$ cat src/rtl/clock_set_controller.sv
// rtl/clock_set_controller.sv - alarm-clock timekeeping and set-mode step sequencer
//
// Turns the 1 Hz Tick into seconds/minutes/hours step pulses in RUN mode, and
// in the set modes steps the selected field from Inc_Btn with hold-to-repeat.
//
// Ports:
//   Clk        system clock
//   Clr        asynchronous active-low reset
//   Tick       one-cycle 1 Hz pulse from the timebase
//   Mode_Btn   synchronized mode button level
//   Inc_Btn    synchronized increment button level
//   Sec_Count  current seconds counter value (0-59)
//   Min_Count  current minutes counter value (0-59)
//   Hr_Count   current hours counter value (0-23)
//   Sec_Step   seconds counter Up/Enable pulse
//   Min_Step   minutes counter Up/Enable pulse
//   Hr_Step    hours counter Up/Enable pulse
//   Sec_Clr_n  one-cycle active-low clear to the seconds counter
//   Mode       00 RUN, 01 SET_HR, 10 SET_MIN
//   Blink      blank phase for the field being set
module clock_set_controller #(
    parameter int HOLD_TICKS = 2
) (
    input  logic       Clk,
    input  logic       Clr,
    input  logic       Tick,
    input  logic       Mode_Btn,
    input  logic       Inc_Btn,
    input  logic [5:0] Sec_Count,
    input  logic [5:0] Min_Count,
    input  logic [4:0] Hr_Count,
    output logic       Sec_Step,
    output logic       Min_Step,
    output logic       Hr_Step,
    output logic       Sec_Clr_n,
    output logic [1:0] Mode,
    output logic       Blink
);

    typedef enum logic [1:0] {
        RUN     = 2'b00,
        SET_HR  = 2'b01,
        SET_MIN = 2'b10,
        BAD     = 2'b11
    } state_t;

    localparam logic [3:0] HOLD_MAX = 4'(HOLD_TICKS);

    state_t     state;
    logic       mode_prev;
    logic       inc_prev;
    logic [3:0] hold_cnt;
    logic       mode_rise;
    logic       inc_rise;
    logic       set_step;
    logic       sec_at_max;
    logic       min_at_max;

    // Hours wrap is handled inside the hours counter, so its value never
    // influences sequencing.
    logic unused_hr;
    assign unused_hr = ^Hr_Count;

    assign mode_rise  = Mode_Btn & ~mode_prev;
    assign inc_rise   = Inc_Btn & ~inc_prev;
    assign sec_at_max = (Sec_Count == 6'd59);
    assign min_at_max = (Min_Count == 6'd59);
    assign Mode       = state;

    // One step per set-mode cycle: either a fresh press, or a Tick once the
    // hold counter has saturated. A press coinciding with a Tick is one step.
    always_comb begin
        set_step = 1'b0;
        if (Inc_Btn) begin
            if (inc_rise) begin
                set_step = 1'b1;
            end else if (Tick && (hold_cnt == HOLD_MAX)) begin
                set_step = 1'b1;
            end
        end
    end

    always_ff @(posedge Clk or negedge Clr) begin
        if (!Clr) begin
            state     <= RUN;
            mode_prev <= 1'b0;
            inc_prev  <= 1'b0;
            hold_cnt  <= 4'd0;
            Sec_Step  <= 1'b0;
            Min_Step  <= 1'b0;
            Hr_Step   <= 1'b0;
            Sec_Clr_n <= 1'b1;
            Blink     <= 1'b0;
        end else begin
            mode_prev <= Mode_Btn;
            inc_prev  <= Inc_Btn;
            Sec_Step  <= 1'b0;
            Min_Step  <= 1'b0;
            Hr_Step   <= 1'b0;
            Sec_Clr_n <= 1'b1;

            case (state)
                RUN: begin
                    hold_cnt <= 4'd0;
                    Blink    <= 1'b0;
                    if (mode_rise) begin
                        // A Tick on this edge is dropped with the mode change.
                        state <= SET_HR;
                    end else if (Tick) begin
                        Sec_Step <= 1'b1;
                        Min_Step <= sec_at_max;
                        Hr_Step  <= sec_at_max & min_at_max;
                    end
                end

                SET_HR, SET_MIN: begin
                    if (mode_rise) begin
                        // Mode change wins; any Inc edge this cycle is lost.
                        hold_cnt <= 4'd0;
                        Blink    <= 1'b0;
                        if (state == SET_MIN) begin
                            state     <= RUN;
                            Sec_Clr_n <= 1'b0;
                        end else begin
                            state <= SET_MIN;
                        end
                    end else begin
                        if (Tick) begin
                            Blink <= ~Blink;
                        end
                        if (!Inc_Btn || inc_rise) begin
                            hold_cnt <= 4'd0;
                        end else if (Tick && (hold_cnt != HOLD_MAX)) begin
                            hold_cnt <= hold_cnt + 4'd1;
                        end
                        if (state == SET_HR) begin
                            Hr_Step <= set_step;
                        end else begin
                            Min_Step <= set_step;
                        end
                    end
                end

                default: begin
                    state    <= RUN;
                    hold_cnt <= 4'd0;
                    Blink    <= 1'b0;
                end
            endcase
        end
    end

endmodule

$ cat config.mk
export PLATFORM = sky130hd
export DESIGN_NAME = clock_set_controller
export DESIGN_NICKNAME = d
export VERILOG_FILES = /design/src/rtl/clock_set_controller.sv
export SDC_FILE = /design/constraint.sdc
export NUM_CORES = 1
export LEC_CHECK = 0
export CAP_MARGIN = 10
export CELL_PAD_IN_SITES_DETAIL_PLACEMENT = 1
export CELL_PAD_IN_SITES_GLOBAL_PLACEMENT = 1
export CORE_AREA = 2 2 50 52
export CTS_CLUSTER_DIAMETER = 80
export CTS_CLUSTER_SIZE = 20
export DETAILED_ROUTE_END_ITERATION = 16
export DIE_AREA = 0 0 52 54
export PLACE_DENSITY = 0.81
export SETUP_SLACK_MARGIN = 0.02
export SLEW_MARGIN = 25
export SYNTH_ARGS = -nofsm -noshare
export SYNTH_HDL_FRONTEND = slang
export SYNTH_SLANG_ARGS = --single-unit
$ cat constraint.sdc
create_clock -name Clk -period 1.98 [get_ports Clk]
set_input_delay 0.297 -clock Clk [delete_from_list [all_inputs] [get_ports Clk]]
set_output_delay 0.297 -clock Clk [all_outputs]
set_load 0.05 [all_outputs]
; Yosys cells after proc, flatten, opt, wreduce, memory -nomap -nowiden
; Cells that the tools add are included.
[op_classes]
eq_ne = 10
n_reduce_logical = 7
add_sub_neg = 1
n_mux = 30
n_bitwise = 6
[ops]
columns = operator, count
row1 = $mux W1, 20
row2 = $mux W4, 4
row3 = $eq A6 B6 Y1 const B, 2
row4 = $mux W2, 3
row5 = $add A4 B1 Y4 const B, 1
row6 = $eq A4 B2 Y1 const B, 1
row7 = $ne A2 B2 Y1 const B, 2
row8 = $ne A4 B2 Y1 const B, 1
row9 = $ne A4 B4 Y1 const B, 1
row10 = $pmux W1 S2, 2
row11 = $pmux W2 S2, 1
row12 = $and A1 B1 Y1, 3
row13 = $ne A3 B3 Y1 const B, 1
row14 = $not A1 Y1, 3
row15 = $eq A2 B1 Y1 const B, 1
row16 = $eq A2 B2 Y1 const B, 1
row17 = $logic_and A1 B1 Y1, 2
row18 = $logic_not A2 Y1, 1
row19 = $reduce_and A2 Y1, 1
row20 = $reduce_or A2 Y1, 1
row21 = $logic_not A1 Y1, 1
row22 = $logic_or A1 B1 Y1, 1
[totals]
wordCells = 63
regBits = 13
in_bits = 22

; Depth between registers and ports, before layout
; Gate-level depths: netlist of the first run.
[depth]
depth_word = 8
mapped_depth = 5
depth_no_buf = 5

; Worst setup path before layout of the first run
; Ideal clock, no wire load.
[synth_path]
path_kind = flip-flop to flip-flop
from = reg state[0] (netlist: Mode[0])
to = reg Hr_Step
required_ns = 1.899
n_path_buf = 0
path_stages_with_launch = 6
path_slack_ns = 0.196
synth_period_minus_slack_ns = 1.784
setup_ns = 0.081
t_arrival_ns = 1.703
path_cell_list = dfrtp_1 > inv_1 > ha_1 > nand2_1 > a2111o_1 > o22ai_2
[synth_via]
elab_chain_len = 4
[synth_rtl]
columns = item, line_no
row1 = start: declaration, 49  ; state_t state;
row2 = start signal: assignment, 85  ; state <= RUN;
row3 = start signal: assignment, 108  ; state <= SET_HR;
row4 = start signal: assignment, 122  ; state <= RUN;
row5 = $eq A2 B1 Y1, "102, 136"
row6 = $mux W1, 136  ; if (state == SET_HR) begin
row7 = $mux W1, 117  ; if (mode_rise) begin
row8 = $pmux W1 S2 *, 102  ; case (state)
row9 = end signal: assignment, 112  ; Hr_Step <= sec_at_max & min_at_max;
row10 = end signal: assignment, 137  ; Hr_Step <= set_step;
row11 = end: declaration, 34  ; output logic Hr_Step,
; Every way passes the cells marked *; elsewhere a longest branch is shown, timed or not.
; A chain may end at the register's enable or synchronous reset.

; Worst setup path after layout of the first run
[layout_path]
from = reg Sec_Clr_n
to = out Sec_Clr_n
[layout_lines]
columns = item, line_no
row1 = start: declaration, 35  ; output logic Sec_Clr_n,
row2 = start signal: assignment, 92  ; Sec_Clr_n <= 1'b1;
row3 = start signal: assignment, 100  ; Sec_Clr_n <= 1'b1;
row4 = start signal: assignment, 123  ; Sec_Clr_n <= 1'b0;
; No word-level cell between the ends.

==> flow_summary.ini, run 1 <==
[synthesis]
synth_top_family_by_area = simple AND/OR/NAND/NOR gates
postSynth.asyncResetShare_pct = 100
synth_compound_gate_area_share_pct = 12.9
yosys-mux-area-fraction_pct = 1.52
ys_warn_count = 0
postSynthRegisterBits = 13
synthesis.area_sq_um = 658
synth_sequential_area_ratio_pct = 49.6
syn_area_per_cell_sq_um = 11.5
syn-instance-count = 57
synthDistinctLibCells = 28
synth_xor_xnor_area_share_pct = 2.66
synthSimpleGateAreaFrac_pct = 17.9
ys_dominant_reg_cell = sky130_fd_sc_hd__dfrtp_1
count_of_flip_flops_with_a_built_in_enable_after_synthesis = 0
post_synth_fa_ha_maj_area_fraction_pct = 11.4
synth_fp_nets = 85

[sta]
grt_setup_unrepaired = no
layout_min_cycle_time_ns = 1.88
finalHoldViolations = 0
worst_slew_margin_rel_pct = 59.4
slew_viol_final = 0
final.setup_skew_ns = 0.00508
fin_crit_sh_pct = 94.9
max_clock_freq_mhz = 532
setup_viol = 0
total_neg_setup_slack_ns = 0
worstMarginPinSlew_ns = 0.607

[global_route]
antenna_found_initial = 0
grt_pass1_vias = 581
grt.met1_usage_pct = 14.8
top_usage_layer_grt = met2
grt_use_met3_pct = 2.50
globalRouteOverflowTotal = 0
grt_use_total_pct = 12.2
grt_start_max_net_pins = 14
grt.met2_usage_pct = 20.3
grt_pass1_wl_microns = 2460

[cts]
cts_root_buffer = sky130_fd_sc_hd__clkbuf_4
ctsResizeCount = 0
setup_fix_buffers_added_after_clock_tree_synthesis = 0
cts-buffers-inserted = 3
count_of_hold_buffers_inserted_by_post_cts_repair = 0
clk_latency_ns = 0.28
cts.reportedPaths.clkPinSlew_ns = 0.08
cts.sink_count = 13
tritoncts = built
cts_max_path_buffers = 2
cts-htree-levels = 1

[drt]
drt-total-wl_microns = 1480
post_drt_wl_per_cell_microns = 13.0
drt_pass1_iterations = 3
drt_iter0_markers = 7
drtAntennaViolNets = 0
detail_route.vias_per_cell = 4.82
detailed_route_via_count = 549
drt_drc_violations_left = 0

[worst_setup_path]
crit_type = register to primary output
setup.worst_path.start_class = register
timing.critical_path.to_type = primary output
worst_path_bufs_invs = 1
critPathMaxFanout = 1
rr_worst_depth = 5
cpLargestDelayFamily = buffers and inverters
worst_path_cell_with_the_longest_stage_delay = sky130_fd_sc_hd__clkdlybuf4s50_1
crit_arrival_ns = 1.58
crit_path_cell_count = 1
max_stage_delay_ns = 0.79
critical_path_required_ns = 1.68
timing.critical_path.cells = clkdlybuf4s50_1

[worst_hold_path]
hold_path_class = input pin to async pin

[pwr]
power.static_leakage_nw = 0.401
vdd_ir_drop_max_mv = 0.689
power-per-cell-area_nw_per_um2 = 1010

[floorplanning]
cell_rows = 18
top_level_ports = 29
placeableCoreArea_sq_um = 2320
die-area_sq_um = 2810
floorplan.initialDensity_pct = 28.4
die_h_microns = 54
die_width_microns = 52

[placed_design]
dp.final_hpwl_microns = 1180
dpl.cell_count = 110
gp_routability_congestion = 0.669
port_buffers = 23

[finish]
layout_commonest_cell = sky130_fd_sc_hd__clkdlybuf4s50_1
final_layout_size_suffix_gt1_share_pct = 8.33
fin_nets = 113
final.fill_count = 269
diodes = 0
layout-area-overhead-vs-synth_pct = 44.1
mostFrequentLayoutCells = sky130_fd_sc_hd__clkdlybuf4s50_1, sky130_fd_sc_hd__dfrtp_1, sky130_fd_sc_hd__ha_1
final-instance-count-excl-fill = 114

[outcome]
run_status = complete, no violations

[job]
cap_violations = 0
metrics by stage:
stage | util, % | total power, mW | cell area (sq um) | hold WS (ns) | worst slack, ns
after floorplan | - | 0.640 | 658 | 0.00141 | 0.196
after detailed placement | 39.8 | 0.801 | 922 | 0.510 | 0.262
after global placement | 39.8 | 0.794 | 922 | 0.508 | 0.295
after CTS | 40.9 | 0.972 | 948 | 0.422 | 0.0888
after global routing | 40.9 | 1.03 | 948 | 0.446 | 0.0740
final | 40.9 | 0.956 | 948 | 0.393 | 0.100
routing by layer:
layer | vias to the layer above | wire (microns)
met5 | - | 0
met4 | 0 | 27
met3 | 5 | 75
met2 | 16 | 743
met1 | 267 | 632
li1 | 261 | -
flip-flops by register name, summed over array words and instances, names as in the netlist:
| name | cells |
|---|---|
| hold_cnt | 4 |
| Mode | 2 |
| Blink | 1 |
| Hr_Step | 1 |
| Min_Step | 1 |
| Sec_Clr_n | 1 |
| Sec_Step | 1 |
| inc_prev | 1 |
| mode_prev | 1 |
area by class of cell:
| type | instances | area (sq um) | area share [%] |
|---|---|---|---|
| multi-input cells | 39 | 305 | 32.2 |
| clock buffers | 4 | 26.3 | 2.77 |
| inverters | 4 | 15.0 | 1.58 |
| flip-flops and latches | 13 | 327 | 34.4 |
| well taps | 30 | 37.5 | 3.96 |
| repair buffers | 24 | 238 | 25.1 |
cells by family (layout without fill, tap and decap cells):
kind of cell	count (synthesis)	count (layout)
flops	13	13
xor+xnor	2	2
buf+inv	5	32
fa+ha+maj	6	6
mux	1	1
compound gates	12	12
simple gates	18	18
worst paths after layout:
kind                            startpoint     endpoint  slack (ns)
worst max-delay path             Sec_Clr_n    Sec_Clr_n        0.10
worst min register to register   mode_prev    Sec_Clr_n        0.52
max in group asynchronous              Clr  hold_cnt[0]        1.19
worst max register to register     Mode[0]      Hr_Step        0.44
min in group Clk                  Mode_Btn    mode_prev        0.51
worst min-delay path                   Clr  hold_cnt[2]        0.39
synth_stat cells, types with 2 or more instances:
cell type | instances | area [sq um]
sky130_fd_sc_hd__a21oi_1 | 4 | 20.0
sky130_fd_sc_hd__a311oi_1 | 2 | 17.5
sky130_fd_sc_hd__dfrtp_1 | 12 | 300
sky130_fd_sc_hd__ha_1 | 6 | 75.1
sky130_fd_sc_hd__inv_1 | 4 | 15.0
sky130_fd_sc_hd__nand2_1 | 2 | 7.51
sky130_fd_sc_hd__nand3_1 | 3 | 15.0
sky130_fd_sc_hd__nand4_1 | 2 | 12.5
sky130_fd_sc_hd__nor2_1 | 2 | 7.51
sky130_fd_sc_hd__xor2_1 | 2 | 17.5
power breakdown:
part	internal (mW)	switching, mW	total [mW]	leakage, nW
Combinational	0.170	0.275	0.445	0.217
Sequential	0.311	0.0345	0.345	0.169
Clock	0.0782	0.0882	0.166	0.0150
Total	0.559	0.398	0.956	0.401
Power figures use the tool's default switching activity.
==> inputs of run 2 (changes only) <==
- PLACE_DENSITY: 0.81 -> 0.82
==> flow_summary.ini, run 2 (synthesis results as in run 1) <==
[outcome]
run_status = complete, no violations

[floorplanning]
die_h_microns = 54
cell_rows = 18
die-area_sq_um = 2810
top_level_ports = 29
floorplan.initialDensity_pct = 28.4
die_width_microns = 52
placeableCoreArea_sq_um = 2320

[cts]
setup_fix_buffers_added_after_clock_tree_synthesis = 0
ctsResizeCount = 0
cts.reportedPaths.clkPinSlew_ns = 0.09
tritoncts = built
cts_root_buffer = sky130_fd_sc_hd__clkbuf_4
cts-htree-levels = 1
clk_latency_ns = 0.29
cts.sink_count = 13
count_of_hold_buffers_inserted_by_post_cts_repair = 0
cts-buffers-inserted = 3
cts_max_path_buffers = 2

[sta]
slew_viol_final = 0
max_clock_freq_mhz = 526
grt_setup_unrepaired = no
setup_viol = 0
worst_slew_margin_rel_pct = 60.0
hold-worst-slack_ns = 0.380
fin_crit_sh_pct = 96.1
layout_min_cycle_time_ns = 1.90
total_neg_setup_slack_ns = 0
finalHoldViolations = 0
final.setup.worst_slack_ns = 0.0772
worstMarginPinSlew_ns = 0.599
final.setup_skew_ns = 0.00125

[drt]
drtAntennaViolNets = 0
drt_drc_violations_left = 0
drt_iter0_markers = 6
post_drt_wl_per_cell_microns = 14.6
detailed_route_via_count = 567
drt-total-wl_microns = 1660
drt_pass1_iterations = 4
detail_route.vias_per_cell = 4.97

[pwr]
vdd_ir_drop_max_mv = 0.608
power-per-cell-area_nw_per_um2 = 1020
power.static_leakage_nw = 0.404

[finish]
final_layout_size_suffix_gt1_share_pct = 9.52
layout-area-overhead-vs-synth_pct = 44.3
fin_nets = 113
largest_register_ffs = 4
mostFrequentLayoutCells = sky130_fd_sc_hd__clkdlybuf4s50_1, sky130_fd_sc_hd__dfrtp_1, sky130_fd_sc_hd__ha_1
registers.top_by_ff_count = hold_cnt
layout_commonest_cell = sky130_fd_sc_hd__clkdlybuf4s50_1
final_core_utilization_pct = 40.9
diodes = 0
final.fill_count = 268

[worst_setup_path]
crit_arrival_ns = 1.61
max_stage_delay_ns = 0.79
worst_path_bufs_invs = 1
timing.critical_path.to_type = primary output
crit_type = register to primary output
setup.worst_path.start_class = register
critPathMaxFanout = 1
cpLargestDelayFamily = buffers and inverters
critical_path_required_ns = 1.68
timing.critical_path.cells = clkdlybuf4s50_1
worst_path_cell_with_the_longest_stage_delay = sky130_fd_sc_hd__clkdlybuf4s50_1

[placed_design]
gp_routability_congestion = 0.695
port_buffers = 23
preCtsSetupSlack_ns = 0.270
dp.final_hpwl_microns = 1320

[global_route]
globalRouteOverflowTotal = 0
grt_use_total_pct = 13.2
grt_start_max_net_pins = 14
grt_pass1_wl_microns = 2570
antenna_found_initial = 0
grt_pass1_vias = 600

[job]
cap_violations = 0

[worst_hold_path]
hold_path_class = input pin to async pin
-- run 2: cell types whose count changed in the layout (fill, tap and decap cells not counted), sizes merged --
cell / previous run / this run
clkbuf: 4 / 3
clkinv: 0 / 1
-- run 2: per-stage QoR --
| step | cell area, sq um | power (mW) | cells |
|---|---|---|---|
| after detailed placement | 922 | 0.805 | 110 |
| after CTS | 950 | 0.982 | 114 |
| after global placement | 922 | 0.793 | 110 |
| after global routing | 950 | 1.03 | 114 |
| final | 950 | 0.973 | 114 |
| after floorplan | 658 | 0.640 | 57 |
-- run 2: cell type report --
| type | count | area [sq um] | share of cell area (%) |
|---|---|---|---|
| inverters | 4 | 15.0 | 1.58 |
| clock inverters | 1 | 5.00 | 0.527 |
| multi-input cells | 39 | 305 | 32.1 |
| clock buffers | 3 | 22.5 | 2.37 |
| well taps | 30 | 37.5 | 3.95 |
| flip-flops and latches | 13 | 327 | 34.4 |
| repair buffers | 24 | 238 | 25.0 |
-- run 2: final timing paths --
kind	endpoint	depth (start not counted)	slack (ns)	start
setup / recovery	Sec_Clr_n	1	0.08	Sec_Clr_n
hold / removal	hold_cnt[0]	1	0.38	Clr
setup reg to reg	Hr_Step	5	0.41	Mode[0]
hold reg to reg	Sec_Clr_n	2	0.52	mode_prev
max in group asynchronous	Min_Step	1	1.21	Clr
min in group Clk	mode_prev	1	0.50	Mode_Btn
-- run 2: worst reg2reg max path: stages, from the launching register on --
cell and delay, ns:
sky130_fd_sc_hd__dfrtp_1 0.43, sky130_fd_sc_hd__inv_1 0.12, sky130_fd_sc_hd__ha_1 0.20, sky130_fd_sc_hd__nand2_1 0.09
sky130_fd_sc_hd__or4_1 0.55, sky130_fd_sc_hd__o22ai_2 0.12
-- run 2: where the power goes --
group          leakage, nW  internal [mW]  switching [mW]
clock network       0.0177         0.0752           0.100
logic                0.217          0.170           0.281
registers            0.169          0.311          0.0352
total                0.404          0.556           0.417
-- run 2: routing by layer --
layer  up-vias  part of all wire [%]  GRT usage (%)
met5         -                     0              0
met4         0                   1.7           5.26
li1        264                     -              -
met3         5                   6.4           5.00
met1       280                    38           12.7
met2        18                    54           25.1
